--- src/rtl/ga_pkg.sv ---
// ga_pkg: shared Johnson codes, phase indices and phase masks for the gate array sequencer
package ga_pkg;

    typedef logic [3:0] t_idx_t;

    localparam logic [7:0] JC [16] = '{
        8'h00, 8'h01, 8'h03, 8'h07, 8'h0F, 8'h1F, 8'h3F, 8'h7F,
        8'hFF, 8'hFE, 8'hFC, 8'hF8, 8'hF0, 8'hE0, 8'hC0, 8'h80
    };

    localparam t_idx_t T_VLD0      = 4'd3;
    localparam t_idx_t T_VLD1      = 4'd7;
    localparam int     T_CPU_START = 8;

    // Circular window of len states starting at t0, wrapping modulo 16
    function automatic logic [15:0] win_mask(input int t0, input int len);
        logic [15:0] m;
        m = '0;
        for (int i = 0; i < 16; i++)
            if (i < len) m[4'((t0 + i) % 16)] = 1'b1;
        return m;
    endfunction

    localparam logic [15:0] PHI_N_MASK = 16'h3333;
    localparam logic [15:0] RAS_N_MASK = 16'h1111;
    localparam logic [15:0] CPU_N_MASK = win_mask(0, T_CPU_START);

endpackage

--- src/rtl/ga_johnson_ring.sv ---
// ga_johnson_ring: 8-bit Johnson ring with legality check, self-correction and index counter
module ga_johnson_ring
    import ga_pkg::*;
(
    input  logic   CLK_n,
    input  logic   RESET,
    output logic   [7:0] s,
    output t_idx_t t,
    output t_idx_t t_nxt,
    output logic   seq_err
);

    logic [6:0] diff;
    logic       legal;
    logic [7:0] s_nxt;

    // A legal Johnson code has at most one boundary between adjacent bits
    always_comb begin
        diff  = s[6:0] ^ s[7:1];
        legal = (diff & (diff - 7'd1)) == 7'd0;
        s_nxt = legal ? {s[6:0], ~s[7]} : JC[0];
        t_nxt = legal ? t + 4'd1 : 4'd0;
    end

    // Ring, index and one-clock correction flag
    always_ff @(posedge CLK_n or posedge RESET)
        if (RESET) begin
            s       <= JC[0];
            t       <= '0;
            seq_err <= 1'b0;
        end else begin
            s       <= s_nxt;
            t       <= t_nxt;
            seq_err <= ~legal;
        end

endmodule

--- src/rtl/ga_sequencer.sv ---
// ga_sequencer: master timing sequencer producing state vector and registered phase strobes
module ga_sequencer
    import ga_pkg::*;
#(
    parameter int READY_T0  = 12,
    parameter int READY_LEN = 4,
    parameter int CCLK_T0   = 4
) (
    input  logic       CLK_n,
    input  logic       RESET,
    output logic [7:0] S,
    output logic [3:0] T,
    output logic       PHI_n,
    output logic       RAS_n,
    output logic       CPU_n,
    output logic       READY,
    output logic       CCLK,
    output logic       VLD0,
    output logic       VLD1,
    output logic       SEQ_ERR
);

    localparam logic [15:0] READY_MASK = win_mask(READY_T0, READY_LEN);
    localparam logic [15:0] CCLK_MASK  = win_mask(CCLK_T0, 8);

    t_idx_t t_nxt;

    ga_johnson_ring u_ring (
        .CLK_n   (CLK_n),
        .RESET   (RESET),
        .s       (S),
        .t       (T),
        .t_nxt   (t_nxt),
        .seq_err (SEQ_ERR)
    );

    // Decode the upcoming index so each output lands aligned with its T
    always_ff @(posedge CLK_n or posedge RESET)
        if (RESET) begin
            PHI_n <= PHI_N_MASK[0];
            RAS_n <= RAS_N_MASK[0];
            CPU_n <= CPU_N_MASK[0];
            READY <= READY_MASK[0];
            CCLK  <= CCLK_MASK[0];
            VLD0  <= 1'b0;
            VLD1  <= 1'b0;
        end else begin
            PHI_n <= PHI_N_MASK[t_nxt];
            RAS_n <= RAS_N_MASK[t_nxt];
            CPU_n <= CPU_N_MASK[t_nxt];
            READY <= READY_MASK[t_nxt];
            CCLK  <= CCLK_MASK[t_nxt];
            VLD0  <= t_nxt == T_VLD0;
            VLD1  <= t_nxt == T_VLD1;
        end

endmodule

--- config.mk ---
export PLATFORM = sky130hd
export DESIGN_NAME = ga_sequencer
export DESIGN_NICKNAME = d
export VERILOG_FILES = /design/src/rtl/ga_pkg.sv /design/src/rtl/ga_johnson_ring.sv /design/src/rtl/ga_sequencer.sv
export SDC_FILE = /design/constraint.sdc
export NUM_CORES = 1
export LEC_CHECK = 0
export ABC_CLOCK_PERIOD_IN_PS = 4040
export CORE_AREA = 5 5 51 53
export DETAILED_ROUTE_END_ITERATION = 12
export DIE_AREA = 0 0 56 58
export GPL_TIMING_DRIVEN = 0
export PLACE_DENSITY = 0.69
export SETUP_SLACK_MARGIN = 0.02
export SLEW_MARGIN = 20
export SYNTH_ARGS = -nofsm -noshare
export SYNTH_HDL_FRONTEND = slang
export SYNTH_SLANG_ARGS = --single-unit
--- constraint.sdc ---
create_clock -name CLK_n -period 4.04 [get_ports CLK_n]
set_input_delay 0.808 -clock CLK_n [delete_from_list [all_inputs] [get_ports CLK_n]]
set_output_delay 0.808 -clock CLK_n [all_outputs]
set_load 0.05 [all_outputs]
Yosys cells after proc, flatten, opt, wreduce, memory -nomap -nowiden
Memories as Yosys holds them, arrays and structs flattened. A register that Yosys moved wholly into a read port is not among the register bits.
Cells that the tools add are included.
{"block": "word_totals", "reg_bits": 15, "mem_bits_ro": 80, "input_bits": 2, "output_inout_bits": 20, "elab_cells": 21, "n_memories": 5}
{"name": "(no name shown)", "depth": 16, "word_bits": 1, "read_ports": 1, "rd_ports_with_merged_regs": 1, "write_ports": 0, "line": "ga_sequencer.sv:52", "rtl": "CCLK <= CCLK_MASK[t_nxt];"}
{"name": "(no name shown)", "depth": 16, "word_bits": 1, "read_ports": 1, "rd_ports_with_merged_regs": 1, "write_ports": 0, "line": "ga_sequencer.sv:51", "rtl": "READY <= READY_MASK[t_nxt];"}
{"name": "(no name shown)", "depth": 16, "word_bits": 1, "read_ports": 1, "rd_ports_with_merged_regs": 1, "write_ports": 0, "line": "ga_sequencer.sv:50", "rtl": "CPU_n <= CPU_N_MASK[t_nxt];"}
{"name": "(no name shown)", "depth": 16, "word_bits": 1, "read_ports": 1, "rd_ports_with_merged_regs": 1, "write_ports": 0, "line": "ga_sequencer.sv:49", "rtl": "RAS_n <= RAS_N_MASK[t_nxt];"}
{"name": "(no name shown)", "depth": 16, "word_bits": 1, "read_ports": 1, "rd_ports_with_merged_regs": 1, "write_ports": 0, "line": "ga_sequencer.sv:48", "rtl": "PHI_n <= PHI_N_MASK[t_nxt];"}
{"block": "op_classes", "add_sub_neg": 2, "eq_ne": 2, "mux": 2, "bitwise": 4, "n_reduce_logical": 1}
{"operator": "2-to-1 mux 8 bit", "count": 1}
{"operator": "AND 7 bit", "count": 1}
{"operator": "zero test 7 bit", "count": 1}
{"operator": "subtractor 7 x 1 -> 7 bit, second input constant", "count": 1}
{"operator": "bitwise XOR 7 bit", "count": 1}
{"operator": "adder 4 x 1 -> 4 bit, second input constant", "count": 1}
{"operator": "== test 4 x 2 -> 1 bit, second input constant", "count": 1}
{"operator": "== test 4 x 3 -> 1 bit, second input constant", "count": 1}
{"operator": "2-to-1 mux 4 bit", "count": 1}
{"operator": "inverter 1 bit", "count": 2}

Logic depth before layout (Yosys ltp)
Gate-level depths: netlist of run 1.
{"block": "logic_depth", "ltp_word": 6, "depth_mapped": 5, "ltp_nobuf": 5}

Cells and area by module
Synthesis of run 1 repeated with hierarchy kept, for this count alone.
{"block": "hier_totals", "cells_unflattened": 68, "area_unflattened_um2": 797.0}
{"module": "ga_johnson_ring", "n_inst": 1, "cells_each": 53, "area_per_inst_um2": 584.3, "seq_area_each_um2": 325.3}
{"module": "ga_sequencer", "n_inst": 1, "cells_each": 15, "area_per_inst_um2": 212.7, "seq_area_each_um2": 153.9}

Worst setup path before layout of run 1
No wires, ideal clock.
{"block": "synth_path", "path_type": "reg2reg", "from": "register u_ring.s[0]", "to": "register u_ring.s[3]", "setup_time_ps": 120, "arrival_time_ps": 1597, "required_ps": 3920, "path_slack_ps": 2324, "path_stages_with_launch": 6, "n_path_buf": 1, "period_less_slack_ps": 1716, "path_cell_list": "dfrtp_1 > and2b_2 > o21ai_0 > a22oi_4 > buf_6 > and3_1"}
{"block": "synth_via", "elab_chain_len": 5}
{"element": "from (decl)", "line": "ga_johnson_ring.sv:7", "rtl": "output logic [7:0] s,"}
{"element": "from (signal assigned)", "line": "ga_johnson_ring.sv:28", "rtl": "s <= JC[0];"}
{"element": "from (signal assigned)", "line": "ga_johnson_ring.sv:32", "rtl": "s <= s_nxt;"}
{"element": "bitwise XOR 7 bit *", "line": "ga_johnson_ring.sv:19", "rtl": "diff = s[6:0] ^ s[7:1];"}
{"element": "subtractor 7 x 1 -> 7 bit", "line": "ga_johnson_ring.sv:20", "rtl": "legal = (diff & (diff - 7'd1)) == 7'd0;"}
{"element": "AND 7 bit *", "line": "ga_johnson_ring.sv:20"}
{"element": "zero test 7 bit *", "line": "ga_johnson_ring.sv:20"}
{"element": "2-to-1 mux 8 bit *", "line": "ga_johnson_ring.sv:21", "rtl": "s_nxt = legal ? {s[6:0], ~s[7]} : JC[0];"}
{"element": "net u_ring.s_nxt[3]", "line": "ga_johnson_ring.sv:15", "rtl": "logic [7:0] s_nxt;"}
Mark *: on every way through the listed nets, which the timed path passes. The rest lies on a longest branch.

Worst setup path in the final report of run 1
{"block": "layout_path", "from": "register u_ring.s[3]", "to": "output port S[3]"}
{"element": "to (decl)", "line": "ga_sequencer.sv:11", "rtl": "output logic [7:0] S,"}
No word-level cell between the ends.

==> results of run 1 <==
final timing paths:
check | start | end | cells after the start
worst max-delay path | u_ring.s[3]$_DFF_PP0_ | S[3] | 1
worst min-delay path | u_ring.s[4]$_DFF_PP0_ | u_ring.s[5]$_DFF_PP0_ | 1
worst max register to register | u_ring.s[0]$_DFF_PP0_ | u_ring.s[6]$_DFF_PP0_ | 5
worst min register to register | u_ring.s[4]$_DFF_PP0_ | u_ring.s[5]$_DFF_PP0_ | 1
max in group asynchronous | RESET | u_ring.t[1]$_DFF_PP0_ | 2
min in group asynchronous | RESET | u_ring.seq_err$_DFF_PP0_ | 2
logic make-up (layout without fill, tap and decap cells):
family	Yosys count	in the layout	synth area share [%]
simple gates	34	34	24.9
flops	19	19	56.2
compound gates	7	7	7.92
buf+inv	6	30	4.40
xor+xnor	2	2	2.05
mux	2	2	2.64
fa+ha+maj	1	1	1.47
other cells	1	1	0.439
power by group:
| group | internal, mW | switching (mW) | total, mW |
|---|---|---|---|
| registers | 0.190 | 0 | 0.190 |
| clock network | 0.0384 | 0.0530 | 0.0914 |
| logic | 0.00156 | 0.00563 | 0.00719 |
| total | 0.230 | 0.0586 | 0.289 |
layer usage:
layer  global-route usage, %  part of all wire, %  vias up
li1                        -                    -      296
met5                       0                    0        -
met1                    11.5                   43      273
met3                    3.56                  5.1        5
met4                    7.12                  3.1        0
met2                    16.5                   49       16
registers in the layout (all words and copies together) (netlist names):
signal          cells
RAS_n               1
VLD1                1
u_ring.s            8
PHI_n               1
CCLK                1
VLD0                1
CPU_n               1
u_ring.seq_err      1
u_ring.t            4
layout by cell type, fill, tap and decap left out, drive strengths merged:
| cell type | instances |
|---|---|
| and2 | 1 |
| o22ai | 1 |
| nand3 | 5 |
| conb | 1 |
| ha | 1 |
| xnor2 | 2 |
| a22oi | 1 |
| dfrtp | 16 |
| nand2b | 5 |
| and3 | 11 |
| clkdlybuf4s50 | 20 |
| nor3b | 1 |
| nor2 | 4 |
| clkbuf | 4 |
| and3b | 2 |
| dfstp | 3 |
| mux2 | 2 |
| o21ai | 2 |
| and4 | 1 |
| o221ai | 1 |
| and2b | 1 |
| nand2 | 2 |
| nor2b | 1 |
| a21oi | 1 |
| buf | 3 |
| a31oi | 1 |
| inv | 3 |
layout make-up:
class                      count  area share [%]
tap                           28            3.14
multi-input combinational     47            30.2
timing repair buffer          20            18.0
buffer                         3            2.36
clock buffer                   4            2.36
sequential                    19            43.0
inverter                       3            1.01
==> flow_summary.html, run 1 <==
<table>
<tr><th>Metric</th><th>Value</th></tr>
<tr><th colspan="2">Hold path</th></tr>
<tr><td>Type of the most critical hold path</td><td>reg -&gt; reg</td></tr>
<tr><th colspan="2">Timing</th></tr>
<tr><td>Hold Fails Final Rpt</td><td>0</td></tr>
<tr><td>Actual transition at the worst max-transition pin</td><td>approximately 0.69 ns</td></tr>
<tr><td>Relative slew slack</td><td>54.3%</td></tr>
<tr><td>Setup violators final</td><td>0</td></tr>
<tr><td>Final worst setup slack</td><td>1.57 ns</td></tr>
<tr><td>Pins over their slew limit</td><td>0</td></tr>
<tr><td>Worst hold slack</td><td>slightly below 0.6 ns</td></tr>
<tr><td>Achievable frequency</td><td>405 MHz</td></tr>
<tr><td>Final cycle utilization of the critical path</td><td>roughly 60%</td></tr>
<tr><td>Clock period minus final worst setup slack</td><td>2.47 ns</td></tr>
<tr><td>Worst clock skew on the final layout</td><td>a little over 0.003 ns</td></tr>
<tr><td>RSZ-0062 raised after global routing</td><td>no</td></tr>
<tr><td>Sum of negative setup slack</td><td>0 ns</td></tr>
<tr><th colspan="2">Global route</th></tr>
<tr><td>First-pass GRT wire length</td><td>2540 um</td></tr>
<tr><td>Maximum number of pins on one net before global-route repair</td><td>20</td></tr>
<tr><td>Combined global-route utilization of all metal layers</td><td>10.3%</td></tr>
<tr><td>Remaining Overflow, GRT</td><td>0</td></tr>
<tr><td>Antenna violations before repair</td><td>0</td></tr>
<tr><td>Via count of the first global-routing pass</td><td>~550</td></tr>
<tr><th colspan="2">Synth</th></tr>
<tr><td>Instance count of the mapped netlist</td><td>72</td></tr>
<tr><td>Most common cell in the netlist</td><td>sky130_fd_sc_hd__dfrtp_1</td></tr>
<tr><td>Most used flip-flop cell after synthesis</td><td>sky130_fd_sc_hd__dfrtp_1</td></tr>
<tr><td>Post-synthesis register bit count</td><td>19</td></tr>
<tr><td>Async set or reset register ratio after synthesis</td><td>100%</td></tr>
<tr><td>Net count after synthesis</td><td>75</td></tr>
<tr><td>Post-synth top area share</td><td>between 40% and 50%</td></tr>
<tr><td>Synth area leaders</td><td>sky130_fd_sc_hd__dfrtp_1 47%, sky130_fd_sc_hd__dfstp_2 9.2%, sky130_fd_sc_hd__and3_1 4.4%, sky130_fd_sc_hd__and3_2 4.4%, sky130_fd_sc_hd__nand2b_1 3.7%</td></tr>
<tr><td>Yosys synthesis warning count</td><td>0</td></tr>
<tr><td>Share of synthesized area occupied by flip-flops and latches</td><td>56.2%</td></tr>
<tr><td>Top post-synthesis cells by count</td><td>16 x sky130_fd_sc_hd__dfrtp_1, 6 x sky130_fd_sc_hd__and3_1, 5 x sky130_fd_sc_hd__and3_2, 5 x sky130_fd_sc_hd__nand2b_1, 5 x sky130_fd_sc_hd__nand3_1</td></tr>
<tr><td>Number of synthesized flops with an enable pin</td><td>0</td></tr>
<tr><td>Cell type with the largest total area after synthesis</td><td>sky130_fd_sc_hd__dfrtp_1</td></tr>
<tr><td>Number of distinct standard cells referenced by the synthesized netlist</td><td>29</td></tr>
<tr><td>Syn avg cell area</td><td>11.9 um^2</td></tr>
<tr><td>Cell area after synthesis</td><td>853 um^2</td></tr>
<tr><th colspan="2">Finish</th></tr>
<tr><td>Multi-input gate area</td><td>between 300 and 400 um^2</td></tr>
<tr><td>Final net count</td><td>100</td></tr>
<tr><td>Filler instances</td><td>between 150 and 200</td></tr>
<tr><td>Post-route cell area</td><td>1110 um^2</td></tr>
<tr><td>Fraction of final layout cells with drive strength greater than 1</td><td>22.9%</td></tr>
<tr><td>Total area of sequential cells</td><td>~480 um^2</td></tr>
<tr><td>Filler-free cell count of the finished design</td><td>124</td></tr>
<tr><td>Final core area utilization</td><td>52.9%</td></tr>
<tr><td>Area Growth Syn to Fin</td><td>30.6%</td></tr>
<tr><td># diodes</td><td>0</td></tr>
<tr><th colspan="2">Clocking</th></tr>
<tr><td>Clock Pin Slew Worst Setup and Hold Paths</td><td>0.10 ns</td></tr>
<tr><td>Number of buffers inserted to repair setup after CTS</td><td>0</td></tr>
<tr><td>TritonCTS clock tree</td><td>yes</td></tr>
<tr><td>CTS Buf Count</td><td>3</td></tr>
<tr><td>Post-cts sizing count</td><td>0</td></tr>
<tr><td>Root buffer selected by CTS</td><td>sky130_fd_sc_hd__clkbuf_4</td></tr>
<tr><td>Number of sinks handled by clock tree synthesis</td><td>19</td></tr>
<tr><td>CTS H-tree depth</td><td>1</td></tr>
<tr><td>Clock network latency to the later pin of the worst-skew pair</td><td>0.29 ns</td></tr>
<tr><td>CTS Buffer Depth</td><td>2</td></tr>
<tr><td>Hold buffer count at CTS</td><td>0</td></tr>
<tr><th colspan="2">Power</th></tr>
<tr><td>Peak supply drop</td><td>between 0.1 and 0.15 mV</td></tr>
<tr><td>Total power</td><td>approximately 290 uW</td></tr>
<tr><td>Leak pwr</td><td>0.512 nW</td></tr>
<tr><td>Total power density per cell area</td><td>about 260 nW/um^2</td></tr>
<tr><th colspan="2">Placed design</th></tr>
<tr><td>Setup WS pre-CTS</td><td>about 1.9 ns</td></tr>
<tr><td>Post-Place Cell Area</td><td>1090 um^2</td></tr>
<tr><td>Port-buffer cells</td><td>20</td></tr>
<tr><td>HPWL after DPL</td><td>1110 um</td></tr>
<tr><td>Final weighted congestion in routability-driven placement</td><td>0.678</td></tr>
<tr><td>Cell count after placement</td><td>120</td></tr>
<tr><th colspan="2">Run</th></tr>
<tr><td>Max Cap Viol</td><td>0</td></tr>
<tr><th colspan="2">Setup path</th></tr>
<tr><td>Cell type group with the largest total delay on the critical path</td><td>buffers and inverters</td></tr>
<tr><td>Data arrival time of the critical path</td><td>around 1.7 ns</td></tr>
<tr><td>Worst Path Class, Setup</td><td>reg -&gt; out</td></tr>
<tr><td>Register-to-Register Setup Slack</td><td>~2.5 ns</td></tr>
<tr><td>Cells along the critical path</td><td>clkdlybuf4s50_1</td></tr>
<tr><td>Maximum single-stage delay on the critical path</td><td>0.86 ns</td></tr>
<tr><td>Largest fanout on the critical path</td><td>6</td></tr>
<tr><td>Startpoint class of the critical path</td><td>register</td></tr>
<tr><td>Endpoint kind of the worst setup timing path</td><td>primary output</td></tr>
<tr><td>Required time at the endpoint of the critical path</td><td>approximately 3.2 ns</td></tr>
<tr><td>Highest-delay cell along the critical path</td><td>sky130_fd_sc_hd__clkdlybuf4s50_1</td></tr>
<tr><td>WP buf/inv</td><td>1</td></tr>
<tr><th colspan="2">Routing</th></tr>
<tr><td>Drt via density</td><td>4.76</td></tr>
<tr><td>Drt first pass iters</td><td>4</td></tr>
<tr><td>DRC viols</td><td>0</td></tr>
<tr><td>Routed WL per cell</td><td>12.1 um</td></tr>
<tr><td>Detailed-route via count</td><td>590</td></tr>
<tr><td>Detailed router's first-iteration violation count</td><td>5</td></tr>
<tr><td>Final routed wirelength across all metal layers</td><td>1500 um</td></tr>
<tr><td>Antenna Nets Post-Route</td><td>0</td></tr>
<tr><th colspan="2">Status</th></tr>
<tr><td>Status</td><td>finished, final reports clean</td></tr>
<tr><th colspan="2">Die</th></tr>
<tr><td>Starting density of the core</td><td>40.5%</td></tr>
<tr><td>Std-Cell Core Area</td><td>2110 um^2</td></tr>
<tr><td>Die H</td><td>58 um</td></tr>
<tr><td>Die area</td><td>3250 um^2</td></tr>
<tr><td>I/O pin cnt</td><td>22</td></tr>
<tr><td>Die extent in x</td><td>56 um</td></tr>
<tr><td># rows</td><td>17</td></tr>
</table>
No activity file was read; power rests on OpenSTA's default activity.
==> run 2, diff against run 1 <==
--- a/config.mk
+++ b/config.mk
@@ -5,10 +5,10 @@
 export SDC_FILE = /design/constraint.sdc
 export NUM_CORES = 1
 export LEC_CHECK = 0
-export ABC_CLOCK_PERIOD_IN_PS = 4040
-export CORE_AREA = 5 5 51 53
+export ABC_CLOCK_PERIOD_IN_PS = 2200
+export CORE_AREA = 5 5 52 54
 export DETAILED_ROUTE_END_ITERATION = 12
-export DIE_AREA = 0 0 56 58
+export DIE_AREA = 0 0 57 59
 export GPL_TIMING_DRIVEN = 0
 export PLACE_DENSITY = 0.69
 export SETUP_SLACK_MARGIN = 0.02
==> constraint.sdc (replaced) <==
create_clock -name CLK_n -period 2.2 [get_ports CLK_n]
set_input_delay 0.44 -clock CLK_n [delete_from_list [all_inputs] [get_ports CLK_n]]
set_output_delay 0.44 -clock CLK_n [all_outputs]
set_load 0.05 [all_outputs]
==> flow_summary.html, run 2 (same netlist as run 1, synthesis figures left out) <==
<table>
<tr><th>Metric</th><th>Value</th></tr>
<tr><th colspan="2">Clocking</th></tr>
<tr><td>CTS Buffer Depth</td><td>2 (unchanged)</td></tr>
<tr><td>Post-cts sizing count</td><td>0 (unchanged)</td></tr>
<tr><td>CTS H-tree depth</td><td>1 (unchanged)</td></tr>
<tr><td>CTS Buf Count</td><td>3 (unchanged)</td></tr>
<tr><td>Root buffer selected by CTS</td><td>sky130_fd_sc_hd__clkbuf_4 (unchanged)</td></tr>
<tr><td>Hold buffer count at CTS</td><td>0 (unchanged)</td></tr>
<tr><td>Number of buffers inserted to repair setup after CTS</td><td>0 (unchanged)</td></tr>
<tr><td>TritonCTS clock tree</td><td>yes (unchanged)</td></tr>
<tr><td>Clock network latency to the later pin of the worst-skew pair</td><td>0.29 ns (about the same)</td></tr>
<tr><td>Number of sinks handled by clock tree synthesis</td><td>19 (unchanged)</td></tr>
<tr><td>Clock Pin Slew Worst Setup and Hold Paths</td><td>0.10 ns (about the same)</td></tr>
<tr><th colspan="2">Routing</th></tr>
<tr><td>Drt first pass iters</td><td>2 (was 4)</td></tr>
<tr><td>DRC viols</td><td>0 (unchanged)</td></tr>
<tr><td>Final routed wirelength across all metal layers</td><td>1490 um (was 1500 um)</td></tr>
<tr><td>Detailed router's first-iteration violation count</td><td>4 (was 5)</td></tr>
<tr><td>Drt via density</td><td>4.77 (was 4.76)</td></tr>
<tr><td>Detailed-route via count</td><td>592 (was 590)</td></tr>
<tr><td>Antenna Nets Post-Route</td><td>0 (unchanged)</td></tr>
<tr><td>Routed WL per cell</td><td>12.0 um (was 12.1 um)</td></tr>
<tr><th colspan="2">Finish</th></tr>
<tr><td>Total area of sequential cells</td><td>479 um^2 (unchanged)</td></tr>
<tr><td>Max reg flops</td><td>8 (unchanged)</td></tr>
<tr><td>Final net count</td><td>100 (unchanged)</td></tr>
<tr><td>Final core area utilization</td><td>51.4% (was 52.9%)</td></tr>
<tr><td>Filler instances</td><td>213 (was 168)</td></tr>
<tr><td># diodes</td><td>0 (unchanged)</td></tr>
<tr><td>Register with the most flip-flops</td><td>u_ring.s (unchanged)</td></tr>
<tr><td>Area Growth Syn to Fin</td><td>30.6% (unchanged)</td></tr>
<tr><td>Largest registers</td><td>u_ring.s (8), u_ring.t (4) (unchanged)</td></tr>
<tr><td>Commonest cells after routing, fill and taps aside</td><td>20 x sky130_fd_sc_hd__clkdlybuf4s50_1, 16 x sky130_fd_sc_hd__dfrtp_1, 6 x sky130_fd_sc_hd__and3_1 (unchanged)</td></tr>
<tr><td>Fraction of final layout cells with drive strength greater than 1</td><td>22.9% (unchanged)</td></tr>
<tr><td>Multi-input gate area</td><td>337 um^2 (unchanged)</td></tr>
<tr><td>Post-route cell area</td><td>1110 um^2 (unchanged)</td></tr>
<tr><td>Most frequent standard cell in the layout excluding fill and tap cells</td><td>sky130_fd_sc_hd__clkdlybuf4s50_1 (unchanged)</td></tr>
<tr><th colspan="2">Timing</th></tr>
<tr><td>Final cycle utilization of the critical path</td><td>between 90% and 100%</td></tr>
<tr><td>RSZ-0062 raised after global routing</td><td>no (unchanged)</td></tr>
<tr><td>Pins over their slew limit</td><td>0 (unchanged)</td></tr>
<tr><td>Worst clock skew on the final layout</td><td>0.00388 ns (was 0.00310 ns)</td></tr>
<tr><td>Relative slew slack</td><td>55.6% (was 54.3%)</td></tr>
<tr><td>Setup violators final</td><td>0 (unchanged)</td></tr>
<tr><td>Clock period minus final worst setup slack</td><td>2.10 ns</td></tr>
<tr><td>Sum of negative setup slack</td><td>0 ns (unchanged)</td></tr>
<tr><td>Hold Fails Final Rpt</td><td>0 (unchanged)</td></tr>
<tr><td>Achievable frequency</td><td>477 MHz</td></tr>
<tr><td>Actual transition at the worst max-transition pin</td><td>0.665 ns (was 0.685 ns)</td></tr>
<tr><th colspan="2">Setup path</th></tr>
<tr><td>Required time at the endpoint of the critical path</td><td>1.76 ns (was 3.23 ns)</td></tr>
<tr><td>Largest fanout on the critical path</td><td>6 (unchanged)</td></tr>
<tr><td>Startpoint class of the critical path</td><td>register (unchanged)</td></tr>
<tr><td>Logic depth of the worst setup path including buffers</td><td>1 (unchanged)</td></tr>
<tr><td>Cells along the critical path</td><td>clkdlybuf4s50_1 (unchanged)</td></tr>
<tr><td>Worst Path Class, Setup</td><td>reg -&gt; out (unchanged)</td></tr>
<tr><td>Maximum single-stage delay on the critical path</td><td>0.86 ns (about the same)</td></tr>
<tr><td>Highest-delay cell along the critical path</td><td>sky130_fd_sc_hd__clkdlybuf4s50_1 (unchanged)</td></tr>
<tr><td>Worst reg-to-reg path cell count</td><td>5 (unchanged)</td></tr>
<tr><td>Cell type group with the largest total delay on the critical path</td><td>buffers and inverters (unchanged)</td></tr>
<tr><td>Reg-to-Reg Start</td><td>u_ring.s[0]$_DFF_PP0_ (unchanged)</td></tr>
<tr><td>Reg2Reg Capture Point</td><td>u_ring.s[6]$_DFF_PP0_ (unchanged)</td></tr>
<tr><td>Data arrival time of the critical path</td><td>1.66 ns (about the same)</td></tr>
<tr><td>WP buf/inv</td><td>1 (unchanged)</td></tr>
<tr><td>Register-to-Register Setup Slack</td><td>0.71 ns (was 2.52 ns)</td></tr>
<tr><td>Endpoint kind of the worst setup timing path</td><td>primary output (unchanged)</td></tr>
<tr><th colspan="2">Global route</th></tr>
<tr><td>Maximum number of pins on one net before global-route repair</td><td>20 (unchanged)</td></tr>
<tr><td>First-pass GRT wire length</td><td>2550 um (was 2540 um)</td></tr>
<tr><td>Antenna violations before repair</td><td>0 (unchanged)</td></tr>
<tr><td>Via count of the first global-routing pass</td><td>585 (was 546)</td></tr>
<tr><td>Combined global-route utilization of all metal layers</td><td>9.97% (was 10.3%)</td></tr>
<tr><td>Remaining Overflow, GRT</td><td>0 (unchanged)</td></tr>
<tr><th colspan="2">Placed design</th></tr>
<tr><td>Final weighted congestion in routability-driven placement</td><td>0.746 (was 0.678)</td></tr>
<tr><td>Port-buffer cells</td><td>20 (unchanged)</td></tr>
<tr><td>Post-Place Cell Area</td><td>1090 um^2 (unchanged)</td></tr>
<tr><th colspan="2">Die</th></tr>
<tr><td>Die H</td><td>59 um (was 58 um)</td></tr>
<tr><td>Starting density of the core</td><td>39.3% (was 40.5%)</td></tr>
<tr><td>Die area</td><td>3360 um^2 (was 3250 um^2)</td></tr>
<tr><td>I/O pin cnt</td><td>22 (unchanged)</td></tr>
<tr><td># rows</td><td>17 (unchanged)</td></tr>
<tr><td>Std-Cell Core Area</td><td>2170 um^2 (was 2110 um^2)</td></tr>
<tr><td>Die extent in x</td><td>57 um (was 56 um)</td></tr>
<tr><th colspan="2">Power</th></tr>
<tr><td>Peak supply drop</td><td>0.281 mV (was 0.128 mV)</td></tr>
<tr><td>Leak pwr</td><td>0.512 nW (unchanged)</td></tr>
<tr><td>Total power density per cell area</td><td>476 nW/um^2 (was 259 nW/um^2)</td></tr>
<tr><th colspan="2">Run</th></tr>
<tr><td>Max Cap Viol</td><td>0 (unchanged)</td></tr>
<tr><th colspan="2">Hold path</th></tr>
<tr><td>Type of the most critical hold path</td><td>in -&gt; async (was reg -&gt; reg)</td></tr>
<tr><th colspan="2">Status</th></tr>
<tr><td>Status</td><td>finished, final reports clean (unchanged)</td></tr>
</table>
==> run 2: cell counts in the layout (fill, tap and decap cells not counted) <==
No cell type changed its count.
==> run 2: through the flow <==
stage               hold WS [ns]  power [mW]  setup WS (ns)  cells
finish                     0.540       0.531          0.102    124
global route               0.624       0.555         0.0246    124
CTS                        0.570       0.537         0.0886    124
detailed placement         0.576       0.370          0.420    120
global placement           0.555       0.369          0.429    120
floorplan                  0.389       0.366          0.484     72
==> run 2: where the power goes <==
group	internal (mW)	switching (mW)
Combinational	0.00287	0.0102
Clock	0.0705	0.0983
Sequential	0.349	0
Total	0.423	0.109
==> run 2: layer usage <==
metal | global-route usage, % | share of wire [%] | vias to the layer above
li1 | - | - | 298
met1 | 11.8 | 46 | 275
met2 | 16.0 | 46 | 15
met3 | 1.74 | 5.2 | 4
met4 | 7.95 | 2.4 | 0
met5 | 0 | 0 | -
==> run 2: layout make-up <==
type	instances	area share, %
clock buffers	4	2.36
inverters	3	1.01
repair buffers	20	18.0
plain buffers	3	2.36
flip-flops and latches	19	43.0
multi-input cells	47	30.2
well taps	28	3.14
==> run 2: worst max-delay path by stage <==
stage                          start                    end
2_1_floorplan  u_ring.s[0]$_DFF_PP0_  u_ring.s[3]$_DFF_PP0_
3_3_place_gp   u_ring.s[3]$_DFF_PP0_                   S[3]
3_5_place_dp   u_ring.s[3]$_DFF_PP0_                   S[3]
4_1_cts        u_ring.s[3]$_DFF_PP0_                   S[3]
5_1_grt        u_ring.s[3]$_DFF_PP0_                   S[3]
6_report       u_ring.s[3]$_DFF_PP0_                   S[3]
==> run 3, diff against run 2 <==
--- a/config.mk
+++ b/config.mk
@@ -7,6 +7,7 @@
 export LEC_CHECK = 0
 export ABC_CLOCK_PERIOD_IN_PS = 2200
 export CORE_AREA = 5 5 52 54
+export CTS_BUF_LIST = sky130_fd_sc_hd__clkbuf_16
 export DETAILED_ROUTE_END_ITERATION = 12
 export DIE_AREA = 0 0 57 59
 export GPL_TIMING_DRIVEN = 0
==> flow_summary.html, run 3 (same netlist as run 1, synthesis figures left out) <==
<table>
<tr><th>Metric</th><th>Value</th></tr>
<tr><th colspan="2">Status</th></tr>
<tr><td>Status</td><td>finished, final reports clean (unchanged)</td></tr>
<tr><th colspan="2">Finish</th></tr>
<tr><td>Commonest cells after routing, fill and taps aside</td><td>20 x sky130_fd_sc_hd__clkdlybuf4s50_1, 16 x sky130_fd_sc_hd__dfrtp_1, 6 x sky130_fd_sc_hd__and3_1 (unchanged)</td></tr>
<tr><td>Most frequent standard cell in the layout excluding fill and tap cells</td><td>sky130_fd_sc_hd__clkdlybuf4s50_1 (unchanged)</td></tr>
<tr><td>Largest registers</td><td>u_ring.s (8), u_ring.t (4) (unchanged)</td></tr>
<tr><td>Final net count</td><td>100 (unchanged)</td></tr>
<tr><td>Final core area utilization</td><td>53.8% (was 51.4%)</td></tr>
<tr><td>Max reg flops</td><td>8 (unchanged)</td></tr>
<tr><td>Area Growth Syn to Fin</td><td>36.8% (was 30.6%)</td></tr>
<tr><td># diodes</td><td>0 (unchanged)</td></tr>
<tr><td>Register with the most flip-flops</td><td>u_ring.s (unchanged)</td></tr>
<tr><td>Filler instances</td><td>203 (was 213)</td></tr>
<tr><td>Fraction of final layout cells with drive strength greater than 1</td><td>22.9% (unchanged)</td></tr>
<tr><th colspan="2">Clocking</th></tr>
<tr><td>Root buffer selected by CTS</td><td>sky130_fd_sc_hd__clkbuf_16 (was sky130_fd_sc_hd__clkbuf_4)</td></tr>
<tr><td>Number of sinks handled by clock tree synthesis</td><td>19 (unchanged)</td></tr>
<tr><td>Clock Pin Slew Worst Setup and Hold Paths</td><td>0.05 ns (was 0.10 ns)</td></tr>
<tr><td>Post-cts sizing count</td><td>0 (unchanged)</td></tr>
<tr><td>CTS Buffer Depth</td><td>2 (unchanged)</td></tr>
<tr><td>Number of buffers inserted to repair setup after CTS</td><td>0 (unchanged)</td></tr>
<tr><td>TritonCTS clock tree</td><td>yes (unchanged)</td></tr>
<tr><td>Clock network latency to the later pin of the worst-skew pair</td><td>0.24 ns (was 0.29 ns)</td></tr>
<tr><td>CTS Buf Count</td><td>3 (unchanged)</td></tr>
<tr><td>CTS H-tree depth</td><td>1 (unchanged)</td></tr>
<tr><td>Hold buffer count at CTS</td><td>0 (unchanged)</td></tr>
<tr><th colspan="2">Timing</th></tr>
<tr><td>Hold Fails Final Rpt</td><td>0 (unchanged)</td></tr>
<tr><td>Sum of negative setup slack</td><td>0 ns (unchanged)</td></tr>
<tr><td>Pins over their slew limit</td><td>0 (unchanged)</td></tr>
<tr><td>Setup violators final</td><td>0 (unchanged)</td></tr>
<tr><td>Final cycle utilization of the critical path</td><td>92.7% (was 95.4%)</td></tr>
<tr><td>Worst clock skew on the final layout</td><td>0.00443 ns (was 0.00388 ns)</td></tr>
<tr><td>Clock period minus final worst setup slack</td><td>2.04 ns (was 2.10 ns)</td></tr>
<tr><td>RSZ-0062 raised after global routing</td><td>no (unchanged)</td></tr>
<tr><td>Relative slew slack</td><td>55.3% (was 55.6%)</td></tr>
<tr><td>Actual transition at the worst max-transition pin</td><td>0.670 ns (was 0.665 ns)</td></tr>
<tr><td>Achievable frequency</td><td>491 MHz (was 477 MHz)</td></tr>
<tr><th colspan="2">Die</th></tr>
<tr><td>I/O pin cnt</td><td>22 (unchanged)</td></tr>
<tr><td>Die H</td><td>59 um (unchanged)</td></tr>
<tr><td>Std-Cell Core Area</td><td>2170 um^2 (unchanged)</td></tr>
<tr><td>Starting density of the core</td><td>39.3% (unchanged)</td></tr>
<tr><td># rows</td><td>17 (unchanged)</td></tr>
<tr><td>Die extent in x</td><td>57 um (unchanged)</td></tr>
<tr><td>Die area</td><td>3360 um^2 (unchanged)</td></tr>
<tr><th colspan="2">Routing</th></tr>
<tr><td>Drt first pass iters</td><td>3 (was 2)</td></tr>
<tr><td>Routed WL per cell</td><td>12.1 um (was 12.0 um)</td></tr>
<tr><td>DRC viols</td><td>0 (unchanged)</td></tr>
<tr><td>Antenna Nets Post-Route</td><td>0 (unchanged)</td></tr>
<tr><td>Detailed-route via count</td><td>583 (was 592)</td></tr>
<tr><td>Drt via density</td><td>4.70 (was 4.77)</td></tr>
<tr><td>Final routed wirelength across all metal layers</td><td>1500 um (was 1490 um)</td></tr>
<tr><td>Detailed router's first-iteration violation count</td><td>6 (was 4)</td></tr>
<tr><th colspan="2">Setup path</th></tr>
<tr><td>Endpoint kind of the worst setup timing path</td><td>primary output (unchanged)</td></tr>
<tr><td>Highest-delay cell along the critical path</td><td>sky130_fd_sc_hd__clkdlybuf4s50_1 (unchanged)</td></tr>
<tr><td>Cell type group with the largest total delay on the critical path</td><td>buffers and inverters (unchanged)</td></tr>
<tr><td>Maximum single-stage delay on the critical path</td><td>0.86 ns (about the same)</td></tr>
<tr><td>Cells along the critical path</td><td>clkdlybuf4s50_1 (unchanged)</td></tr>
<tr><td>Data arrival time of the critical path</td><td>1.60 ns (was 1.66 ns)</td></tr>
<tr><td>Worst Path Class, Setup</td><td>reg -&gt; out (unchanged)</td></tr>
<tr><td>Largest fanout on the critical path</td><td>6 (unchanged)</td></tr>
<tr><td>WP buf/inv</td><td>1 (unchanged)</td></tr>
<tr><td>Startpoint class of the critical path</td><td>register (unchanged)</td></tr>
<tr><td>Required time at the endpoint of the critical path</td><td>1.76 ns (about the same)</td></tr>
<tr><th colspan="2">Run</th></tr>
<tr><td>Max Cap Viol</td><td>0 (unchanged)</td></tr>
<tr><th colspan="2">Placed design</th></tr>
<tr><td>Port-buffer cells</td><td>20 (unchanged)</td></tr>
<tr><td>Final weighted congestion in routability-driven placement</td><td>0.746 (unchanged)</td></tr>
<tr><th colspan="2">Global route</th></tr>
<tr><td>Remaining Overflow, GRT</td><td>0 (unchanged)</td></tr>
<tr><td>Via count of the first global-routing pass</td><td>567 (was 585)</td></tr>
<tr><td>First-pass GRT wire length</td><td>2570 um (was 2550 um)</td></tr>
<tr><td>Antenna violations before repair</td><td>0 (unchanged)</td></tr>
<tr><td>Maximum number of pins on one net before global-route repair</td><td>20 (unchanged)</td></tr>
<tr><td>Combined global-route utilization of all metal layers</td><td>10.0% (was 9.97%)</td></tr>
<tr><th colspan="2">Power</th></tr>
<tr><td>Peak supply drop</td><td>0.369 mV (was 0.281 mV)</td></tr>
<tr><td>Leak pwr</td><td>0.539 nW (was 0.512 nW)</td></tr>
<tr><td>Total power density per cell area</td><td>615 nW/um^2 (was 476 nW/um^2)</td></tr>
<tr><th colspan="2">Hold path</th></tr>
<tr><td>Type of the most critical hold path</td><td>reg -&gt; reg (was in -&gt; async)</td></tr>
</table>
==> run 3: changes by cell type in the layout (fill, tap and decap cells not counted) <==
| cell | previous run | this run |
|---|---|---|
| sky130_fd_sc_hd__clkbuf_1 | 1 | 0 |
| sky130_fd_sc_hd__inv_1 | 3 | 4 |
| sky130_fd_sc_hd__clkbuf_4 | 3 | 0 |
| sky130_fd_sc_hd__clkbuf_16 | 0 | 3 |
==> run 3: power breakdown <==
part / leakage, nW / switching [mW] / internal [mW]
registers: 0.246 / 0 / 0.350
clock network: 0.0423 / 0.114 / 0.241
logic: 0.251 / 0.0102 / 0.00287
total: 0.539 / 0.124 / 0.594
==> run 3: layout make-up <==
class | count | area, um^2 | share of cell area (%)
flip-flops and latches | 19 | 479 | 41.1
multi-input cells | 47 | 337 | 28.8
repair buffers | 20 | 200 | 17.1
clock buffers | 3 | 75.1 | 6.43
well taps | 28 | 35.0 | 3.00
plain buffers | 3 | 26.3 | 2.25
inverters | 3 | 11.3 | 0.965
clock inverters | 1 | 3.75 | 0.322
==> run 3: through the flow <==
| step | area [um^2] | hold slack [ns] | setup WS [ns] | instances | total power [mW] |
|---|---|---|---|---|---|
| 3_3_place_gp | 1090 | 0.555 | 0.429 | 120 | 0.369 |
| 4_1_cts | 1170 | 0.586 | 0.153 | 124 | 0.726 |
| 6_report | 1170 | 0.581 | 0.162 | 124 | 0.718 |
| 5_1_grt | 1170 | 0.630 | 0.103 | 124 | 0.744 |
| 2_1_floorplan | 853 | 0.389 | 0.484 | 72 | 0.366 |
| 3_5_place_dp | 1090 | 0.576 | 0.420 | 120 | 0.370 |
==> run 3: routing by layer <==
| metal | global-route usage [%] | vias up | share of wire (%) |
|---|---|---|---|
| met5 | 0 | - | 0 |
| met4 | 6.95 | 0 | 1.8 |
| met3 | 2.40 | 2 | 5.1 |
| met2 | 15.5 | 13 | 46 |
| met1 | 12.3 | 267 | 47 |
| li1 | - | 301 | - |
==> run 3: path summary, 6_finish.rpt <==
kind / from / cells after the start / to / slack (ns)
setup / recovery: u_ring.s[3]$_DFF_PP0_ / 1 / S[3] / 0.16
hold / removal: u_ring.s[4]$_DFF_PP0_ / 1 / u_ring.s[5]$_DFF_PP0_ / 0.58
setup reg to reg: u_ring.s[0]$_DFF_PP0_ / 5 / u_ring.s[6]$_DFF_PP0_ / 0.72
hold reg to reg: u_ring.s[4]$_DFF_PP0_ / 1 / u_ring.s[5]$_DFF_PP0_ / 0.58
max in group asynchronous: RESET / 2 / u_ring.t[3]$_DFF_PP0_ / 1.17
min in group asynchronous: RESET / 2 / u_ring.s[5]$_DFF_PP0_ / 0.60
